**src/rtl/pipeline_hazard_ctrl.sv**
```systemverilog
// Hazard and sequencing controller for the 5-stage pipeline: load-use bubbles,
// taken-branch flushes, data-memory freezes, plus saturating stall/flush counters.
//
// state        | meaning
// -------------+---------------------------------------------------------------
// RUN      (0) | normal issue; load-use and branch events evaluated
// MEM_WAIT (1) | pipeline frozen on dmem_busy; other events held off until exit
// FLUSH_DONE(2)| one cycle after a branch flush; ID/EX and EX/MEM hold bubbles
module pipeline_hazard_ctrl #(
    parameter int CNT_W = 32
) (
    input  logic             clk,
    input  logic             reset,
    input  logic             idex_MemRead,
    input  logic [4:0]       idex_rd,
    input  logic [4:0]       ifid_rs1,
    input  logic [4:0]       ifid_rs2,
    input  logic             exmem_branch_taken,
    input  logic             dmem_busy,
    input  logic             cnt_clr,
    output logic             pc_write,
    output logic             ifid_write,
    output logic             ifid_flush,
    output logic             idex_flush,
    output logic             exmem_flush,
    output logic             pipe_stall,
    output logic [1:0]       state,
    output logic [CNT_W-1:0] stall_count,
    output logic [CNT_W-1:0] flush_count
);

    localparam logic [1:0] S_RUN        = 2'd0;
    localparam logic [1:0] S_MEM_WAIT   = 2'd1;
    localparam logic [1:0] S_FLUSH_DONE = 2'd2;

    logic [1:0]       r_state;
    logic [1:0]       w_state_nxt;
    logic             w_lu;
    logic             w_evt_ok;
    logic [CNT_W-1:0] r_stall_cnt;
    logic [CNT_W-1:0] r_flush_cnt;

    assign w_lu = idex_MemRead && (idex_rd != 5'd0) &&
                  ((idex_rd == ifid_rs1) || (idex_rd == ifid_rs2));

    // After a flush, ID/EX and EX/MEM hold bubbles, so neither event is real.
    assign w_evt_ok = (r_state != S_FLUSH_DONE);

    always_ff @(posedge clk or negedge reset) begin
        if (!reset) begin
            r_state <= S_RUN;
        end else begin
            r_state <= w_state_nxt;
        end
    end

    always_comb begin
        w_state_nxt = S_RUN;
        case (r_state)
            S_RUN, S_MEM_WAIT: begin
                if (dmem_busy)               w_state_nxt = S_MEM_WAIT;
                else if (exmem_branch_taken) w_state_nxt = S_FLUSH_DONE;
                else                         w_state_nxt = S_RUN;
            end
            S_FLUSH_DONE: begin
                if (dmem_busy) w_state_nxt = S_MEM_WAIT;
                else           w_state_nxt = S_RUN;
            end
            default: w_state_nxt = S_RUN;
        endcase
    end

    // Priority dmem_busy > branch > load-use; a frozen MEM_WAIT is covered by the
    // dmem_busy term, and its exit cycle behaves exactly like RUN.
    always_comb begin
        pc_write    = 1'b1;
        ifid_write  = 1'b1;
        ifid_flush  = 1'b0;
        idex_flush  = 1'b0;
        exmem_flush = 1'b0;
        pipe_stall  = 1'b0;
        if (dmem_busy) begin
            pipe_stall = 1'b1;
            pc_write   = 1'b0;
            ifid_write = 1'b0;
        end else if (exmem_branch_taken && w_evt_ok) begin
            ifid_flush  = 1'b1;
            idex_flush  = 1'b1;
            exmem_flush = 1'b1;
        end else if (w_lu && w_evt_ok) begin
            pc_write   = 1'b0;
            ifid_write = 1'b0;
            idex_flush = 1'b1;
        end
    end

    always_ff @(posedge clk or negedge reset) begin
        if (!reset) begin
            r_stall_cnt <= '0;
            r_flush_cnt <= '0;
        end else if (cnt_clr) begin
            r_stall_cnt <= '0;
            r_flush_cnt <= '0;
        end else begin
            if (!pc_write && !(&r_stall_cnt))
                r_stall_cnt <= r_stall_cnt + CNT_W'(1);
            if (exmem_flush && !(&r_flush_cnt))
                r_flush_cnt <= r_flush_cnt + CNT_W'(1);
        end
    end

    assign state       = r_state;
    assign stall_count = r_stall_cnt;
    assign flush_count = r_flush_cnt;

endmodule

```
**config.mk**
```make
export PLATFORM = sky130hd
export DESIGN_NAME = pipeline_hazard_ctrl
export DESIGN_NICKNAME = d
export VERILOG_FILES = /design/src/rtl/pipeline_hazard_ctrl.sv
export SDC_FILE = /design/constraint.sdc
export NUM_CORES = 1
export LEC_CHECK = 0
export CORE_ASPECT_RATIO = 0.6
export CORE_UTILIZATION = 35
export CTS_BUF_LIST = sky130_fd_sc_hd__clkbuf_8
export CTS_CLUSTER_DIAMETER = 200
export DETAILED_ROUTE_END_ITERATION = 16
export GPL_TIMING_DRIVEN = 0
export SYNTH_ARGS = -nofsm -noshare
export SYNTH_HDL_FRONTEND = slang
export SYNTH_SLANG_ARGS = --single-unit
```
**constraint.sdc**
```tcl
create_clock -name clk -period 6.05 [get_ports clk]
set_clock_uncertainty 0.05 [all_clocks]
set_input_delay 0.605 -clock clk [delete_from_list [all_inputs] [get_ports clk]]
set_output_delay 0.605 -clock clk [all_outputs]
set_load 0.01 [all_outputs]
```
* After elaboration in Yosys (flattened, before gate mapping)
Cells that the tools add are included.
** Word-level totals
- Register bits after elaboration :: 66
- Input port bits :: 21
- Output and inout port bits :: 72
- Word-level logic and storage cells :: 44
** Operators by class
- $add $sub $neg :: 2
- Equality and inequality tests :: 5
- Muxes and demuxes :: 17
- Reduce and logical (&&, ||, !) cells :: 17
** Operator list (count)
- $mux W32 :: 4
- $add A32 B1 Y32 const B :: 2
- $reduce_and A32 Y1 :: 2
- $eq A5 B5 Y1 :: 2
- $mux W1 :: 10
- $logic_and A1 B1 Y1 :: 6
- $reduce_bool A5 Y1 :: 1
- $mux W2 :: 2
- $pmux W2 S2 :: 1
- $reduce_bool A2 Y1 :: 2
- $logic_not A1 Y1 :: 3
- $eq A2 B1 Y1 const B :: 1
- $eq A2 B2 Y1 const B :: 1
- $logic_not A2 Y1 :: 1
- $ne A2 B2 Y1 const B :: 1
- $reduce_or A2 Y1 :: 1
- $logic_or A1 B1 Y1 :: 1

* Depth between registers and ports, before layout
Gate-level depths: netlist of the first run.
- Depth in word-level cells :: 11
- Depth in mapped cells :: 9
- Mapped depth without buffers :: 7

* Least setup slack after synthesis of the first run
Ideal clock, no wire load.
- Path kind :: input to output
- From :: in idex_rd[1]
- To :: out pc_write
- Arrival time :: 2.065 ns
- Data required time :: 5.395 ns
- Slack :: 3.330 ns
- Stages on the path :: 5
- Cell sequence :: or4_1 -> o211ai_1 -> nor2_1 -> a21oi_1 -> buf_4
** Between the ends
- Cells in the longest elaborated chain, start to end :: 7
- Elaborated cells on any way between the ends :: 10
** RTL lines
- start, declared :: line 15 : input logic [4:0] idex_rd,
- $eq A5 B5 Y1 or $reduce_bool A5 Y1 (tied branches) :: line 44, 43
- $logic_or A1 B1 Y1 or $logic_and A1 B1 Y1 (tied branches) :: line 44, 43
- $logic_and A1 B1 Y1 (*) :: line 43 : assign w_lu = idex_MemRead && (idex_rd != 5'd0) &&
- $logic_and A1 B1 Y1 (*) :: line 90 : end else if (w_lu && w_evt_ok) begin
- $mux W1 (*) (3 in series)
- end, declared :: line 21 : output logic pc_write,
Mark *: on every way between the ends. The rest lies on a longest branch, timed or not.

* Worst setup path in the final report of the first run
- From :: in idex_rd[1]
- To :: out pc_write
** Between the ends
- Cells in the longest elaborated chain, start to end :: 7
- Elaborated cells on any way between the ends :: 10
** RTL lines
- $eq A5 B5 Y1 or $reduce_bool A5 Y1 (tied branches) :: line 44, 43
- $logic_or A1 B1 Y1 or $logic_and A1 B1 Y1 (tied branches) :: line 44, 43
- $logic_and A1 B1 Y1 (*) :: line 43
- $logic_and A1 B1 Y1 (*) :: line 90
- $mux W1 (*) :: line 90
- $mux W1 (*) :: line 86 : end else if (exmem_branch_taken && w_evt_ok) begin
- $mux W1 (*) :: line 82 : if (dmem_busy) begin
Marks and branches as above.

==> results.ini, run 1 <==
[status]
status=complete, no violations

[synth]
synth.net_count=428
ys_types=39
synth_common_cells=dfrtp_1, nor2_1, nand2_1
syn_area_mm2=0.00368
yosys-top-cells-area=dfrtp_1, xor2_1, nor2_1
ys.flop_type=dfrtp_1
syn_inst=405
yosysSeqAreaShare_pct=44.9
ys_ff_latch=66
synth_top_cell_by_area=dfrtp_1
synth_edf_count=0
ys_warn_count=0
ys_async_sr_fraction_pct=100
yosysMostFrequentCell=dfrtp_1
synth.top_cell.area_share_pct=44.9
syn_avg_cell_area_um2=9.08

[clocking]
cts-resized-gates=0
clkSinkCount=66
clk_pin_slew_ns=0.07
root_buffer=clkbuf_8
cts_buffer_depth=2
tritoncts=done
htree_levels=3
ctsHoldBuffers=0
clk_latency_ns=0.35
cts_setup_buffers=0
cts_buffers=9

[detailed_routing]
routed_via_density=5.36
antenna_left=0
routedWlPerCell_um=16.5
postRouteWirelength_um=10700
firstDrtPassIters=5
vias=3474
initialDrtViolationCount=236
remaining_drc_errors=0

[worst_setup_path]
crit_type=in -> out
rr_startpoint=stall_count[0]
slowest_stage=a21oi_1
r2r_slack_ns=3.12
path_cells=clkdlybuf4s50_1 -> or4_1 -> o211ai_1 -> nor2_1 -> a21oi_1 -> buf_4 -> clkdlybuf4s50_1
cp_max_fo=8
slowest_delay_ns=0.70
rr_worst_depth=9
r2r-end=stall_count[1]
arrival_ns=3.46
crit_path_frequent_cell=clkdlybuf4s50_1
worst_setup_path_end_kind=primary output
worstPathRequired_ns=5.39
startpoint_type=input port

[grt]
grt.met2_usage_pct=27.2
met1_usage_pct=31.9
grt_start_max_net_pins=67
grt_pass1_wl_um=16800
busiest_layer=met1
grt_pass1_vias=3142
overflow=0
grt_use_met3_pct=4.44
antenna_found_initial=0
track_usage_pct=20.2

[timing]
max_freq_mhz=243
final-setup-viol-count=0
finalCriticalPeriod_ns=4.12
fin_crit_sh_pct=68.0
final-hold-violation-count=0
tns_ns=0
rsz0062_at_grt=no
maxSlewViolCount=0
worst_pin_slew_ns=0.863
worst_slack_ns=1.93
slew_headroom_pct=42.5

[floorplan]
initial_core_util_pct=36.7
die_area_mm2=0.0109
io_pins=93
die_y_um=81.4
rows=28
chipWidth_um=134
core_mm2=0.0100

[finish]
drive_above_1_share_pct=6.43
multi_input_area_mm2=0.00190
seqCellArea_mm2=0.00165
antenna_cells=0
finish.net_count=531
area_growth_pct=35.4
fillers=968

[place]
dpl_worst_slack_ns=1.93
io_buffers=92
routabilityCongestion=0.818
hpwlAfterDp_um=7770

[min_path]
min_path_type=in -> async

[pwr]
powerDensity_mw_per_mm2=188
leakage_nw=1.93
ir_drop_mv=0.100

[flow_run]
cap_violations=0

==> flip-flops by register name (all words and copies together) (netlist names) <==
signal	cells
flush_count	32
stall_count	32
state	2
==> layer usage <==
metal	wire length, um	part of all wire, %
met1	5730	54
met2	4130	39
met3	723	6.8
met4	80	0.75
met5	0	0
==> power by group <==
group | switching [mW] | internal (mW) | total [mW]
logic | 0.0483 | 0.0353 | 0.0836
registers | 0.00356 | 0.444 | 0.447
clock network | 0.174 | 0.233 | 0.406
total | 0.225 | 0.712 | 0.937
==> critical path: cells and delay by family <==
kind / cells / cell delay, ns
buffers and inverters: 3 / 1.22
AO/OA/AOI/OAI: 2 / 1.01
AND/OR/NAND/NOR: 2 / 0.63
==> worst max-delay path by stage <==
stage	startpoint	slack, ns	depth (start not counted)	to
finish	idex_rd[1]	1.93	7	pc_write
detailed placement	idex_rd[1]	1.93	7	pc_write
CTS	idex_rd[1]	1.93	7	pc_write
global placement	reset	1.98	1	stall_count[8]
floorplan	idex_rd[1]	3.33	5	pc_write
global route	idex_rd[1]	1.83	7	pc_write
==> cell type report <==
cell class | count | share of cell area [%]
multi-input cells | 314 | 38.2
flip-flops and latches | 66 | 33.1
clock inverters | 3 | 0.753
plain buffers | 17 | 1.91
repair buffers | 92 | 18.4
clock buffers | 13 | 3.59
well taps | 135 | 3.39
inverters | 8 | 0.603
==> cell usage in the layout (no fill, tap or decap), drive strengths merged, types with 17 or more instances in the layout <==
cell type | Yosys | layout
nand4 | 17 | 17
nor2 | 49 | 49
a21oi | 26 | 26
clkdlybuf4s50 | 0 | 91
dfrtp | 66 | 66
xor2 | 24 | 24
nand3 | 26 | 26
xnor2 | 19 | 19
clkbuf | 9 | 22
nand2 | 36 | 36
==> stage by stage <==
step                cell area [um^2]  utilization, %  hold WS [ns]  cells  power [mW]
floorplan                       3680               -         0.259    405       0.491
global placement                4770            47.6         0.398    632       0.539
detailed placement              4770            47.6         0.406    632       0.540
CTS                             4980            49.7         0.342    648       0.947
global route                    4980            49.7         0.376    648       0.972
finish                          4980            49.7         0.303    648       0.937
==> logic make-up (layout without fill, tap and decap cells) <==
logic type | after synthesis | count (layout) | share of synthesized area (%)
AND/OR/NAND/NOR | 206 | 206 | 29.8
flip-flops | 66 | 66 | 44.9
AO/OA/AOI/OAI | 57 | 57 | 9.15
XOR/XNOR | 43 | 43 | 10.2
buffers and inverters | 25 | 133 | 3.40
multiplexers | 6 | 6 | 1.80
adder cells (fa/ha/maj) | 2 | 2 | 0.680
Note: power is estimated with default switching activity, not from simulation.
==> run 2, diff against run 1 <==
clock period = 4.1 ns   (was 6.05 ns; I/O delays follow)
==> results of run 2 <==
Same layout as run 1 (identical final DEF). Status: complete, no violations.
Main changes from that run: setup slack after placement 1.93 ns -> 0.374 ns; setup slack after layout 1.93 ns -> 0.374 ns; hold slack 0.303 ns -> 0.108 ns; register-to-register setup slack 3.12 ns -> 1.17 ns; total power 0.937 mW -> 1.38 mW; worst IR drop on VDD 0.100 mV -> 0.148 mV
==> run 3, diff against run 2 <==
ABC_AREA = 1   (was default)
RECOVER_POWER = 50   (was default)
==> results.ini, run 3 <==
[floorplan]
core_mm2=0.0132  ; +31%
initial_core_util_pct=36.8  ; +0.12 points
io_pins=93  ; unchanged
chipWidth_um=154  ; +15%
die_area_mm2=0.0144  ; +31%
rows=32  ; +14%
die_y_um=93.2  ; +14%

[timing]
worst_slack_ns=0.921
final-hold-violation-count=0  ; unchanged
fin_crit_sh_pct=77.5
rsz0062_at_grt=no
max_freq_mhz=315
slew_headroom_pct=-13.3  ; -56 points
worst_pin_slew_ns=1.70  ; +0.837 ns
final-setup-viol-count=0  ; unchanged
finalCriticalPeriod_ns=3.18
maxSlewViolCount=67  ; +67
tns_ns=0  ; unchanged

[finish]
layout_common_cells=nand2_1, nor2_1, nand3_1
area_growth_pct=28.2
final_common_cell=nand2_1
antenna_cells=0  ; unchanged
finish.net_count=885  ; +67%
utilization_pct=47.2  ; -2.5 points
drive_above_1_share_pct=5.54  ; -0.90 points
fillers=1384  ; +43%

[worst_setup_path]
worstPathRequired_ns=3.64
rr_worst_depth=10  ; +1
crit_type=in -> out
arrival_ns=2.72
startpoint_type=input port
worst_setup_path_end_kind=primary output
cp_max_fo=10  ; +2

[clocking]
tritoncts=done
clk_pin_slew_ns=0.07  ; about the same
ctsHoldBuffers=0  ; unchanged
cts_buffer_depth=2  ; unchanged
htree_levels=3  ; unchanged
clk_latency_ns=0.36  ; about the same
cts_setup_buffers=0  ; unchanged
clkSinkCount=66  ; unchanged
cts-resized-gates=0  ; unchanged
cts_buffers=9  ; unchanged
root_buffer=clkbuf_8

[synth]
syn_area_mm2=0.00485  ; +32%
yosysSeqAreaShare_pct=34.0  ; -11 points
synth-xor-area-share_pct=6.32  ; -3.9 points
synthSimpleGateAreaFrac_pct=46.4  ; +17 points
ys_warn_count=0  ; unchanged
synthMuxAreaShare_pct=0  ; -1.8 points
syn_inst=759  ; +87%
synth.top_cell.area_share_pct=34.0  ; -11 points
ys_async_sr_fraction_pct=100  ; unchanged
synth.net_count=782  ; +83%
ys_types=30  ; -23%
synth_edf_count=0  ; unchanged
yosysMostFrequentCell=nand2_1
synth_top_family_by_area=simple AND/OR/NAND/NOR gates
synth_fa_ha_area_share_pct=0.516  ; -0.16 points
ys.flop_type=dfrtp_1
syn_avg_cell_area_um2=6.39  ; -30%
synth_common_cells=nand2_1, nor2_1, nand3_1
synth_top_cell_by_area=dfrtp_1
yosys-top-cells-area=dfrtp_1, nand2_1, nand3_1
synth_compound_area_share_pct=2.63  ; -6.5 points
ys_ff_latch=66  ; unchanged

[detailed_routing]
routedWlPerCell_um=15.6  ; -5.1%
met2_length_um=5250  ; +27%
vias=5240  ; +51%
dr_wl_met3_um=1680  ; +130%
routed_via_density=5.05  ; -5.7%
met1_length_um=9160  ; +60%
firstDrtPassIters=6  ; +1
postRouteWirelength_um=16200  ; +52%
antenna_left=0  ; unchanged
top_layer=met4
initialDrtViolationCount=528  ; +120%
remaining_drc_errors=0  ; unchanged

[place]
routabilityCongestion=0.955  ; +17%
hpwlAfterDp_um=12800  ; +64%
io_buffers=92  ; unchanged
dpl_worst_slack_ns=0.945

[min_path]
hold_depth=1
min_path_type=reg -> reg

[grt]
grt_start_max_net_pins=67  ; unchanged
overflow=0  ; unchanged
antenna_found_initial=0  ; unchanged
grt_pass1_vias=4459  ; +42%
grt_pass1_wl_um=25600  ; +52%
track_usage_pct=23.5  ; +3.3 points

[status]
violations=max-capacitance violations, max-slew violations
status=finished, violations left

[pwr]
leakage_nw=2.99  ; +55%
ir_drop_mv=0.153
powerDensity_mw_per_mm2=237
power.total_mw=1.47

[flow_run]
cap_violations=1  ; +1

## run 3: kinds of logic after synthesis
family	Yosys count
xor gates and xnor gates	35
adders and majority gates	2
buffers and inverters	113
and+or+nand+nor	519
AOI/OAI and AO/OA	24
DFF	66
## run 3: layout make-up
cell class | count | area (um^2) | area share (%)
multi-input combinational | 580 | 2710 | 43.6
tap | 170 | 213 | 3.42
clock buffer | 12 | 165 | 2.66
clock inverter | 4 | 72.6 | 1.17
timing repair buffer | 92 | 916 | 14.7
inverter | 87 | 332 | 5.33
sequential | 66 | 1650 | 26.6
buffer | 26 | 159 | 2.56
## run 3: through the flow
step                cell area [um^2]  std cells  hold WS (ns)
finish                          6220       1037         0.425
global route                    6220       1037         0.466
CTS                             6220       1037         0.138
detailed placement              5980       1021         0.426
global placement                5990       1021         0.414
floorplan                       4850        759        0.0644
## run 3: metal layers
metal	vias up	global-route usage [%]
met1	2391	40.8
met4	0	4.50
met3	9	6.72
li1	2618	-
met2	222	25.6
met5	-	0
## run 3: power breakdown
group / switching [mW] / internal [mW]
clock: 0.276 / 0.392
sequential: 0.00590 / 0.655
combinational: 0.0900 / 0.0539
## run 3: worst max-delay path, cell delays in order
cell and delay, ns:
clkdlybuf4s50_1 0.54, inv_1 0.07, nand2_1 0.06, nand2_1 0.05
nor2_1 0.09, nand3_1 0.08, nand2_1 0.10, nand3_1 0.07
nand2_1 0.26, buf_2 0.30, inv_1 0.08, buf_4 0.13
clkdlybuf4s50_1 0.46
## run 3: path summary, 6_finish.rpt
| check | start | slack, ns | endpoint |
|---|---|---|---|
| min in group asynchronous | reset | 0.45 | flush_count[9] |
| worst max register to register | stall_count[0] | 1.65 | stall_count[30] |
| worst max-delay path | idex_rd[1] | 0.92 | pc_write |
| worst min register to register | state[0] | 0.43 | state[0] |
| worst min-delay path | state[0] | 0.43 | state[0] |
| max in group asynchronous | reset | 2.54 | stall_count[11] |
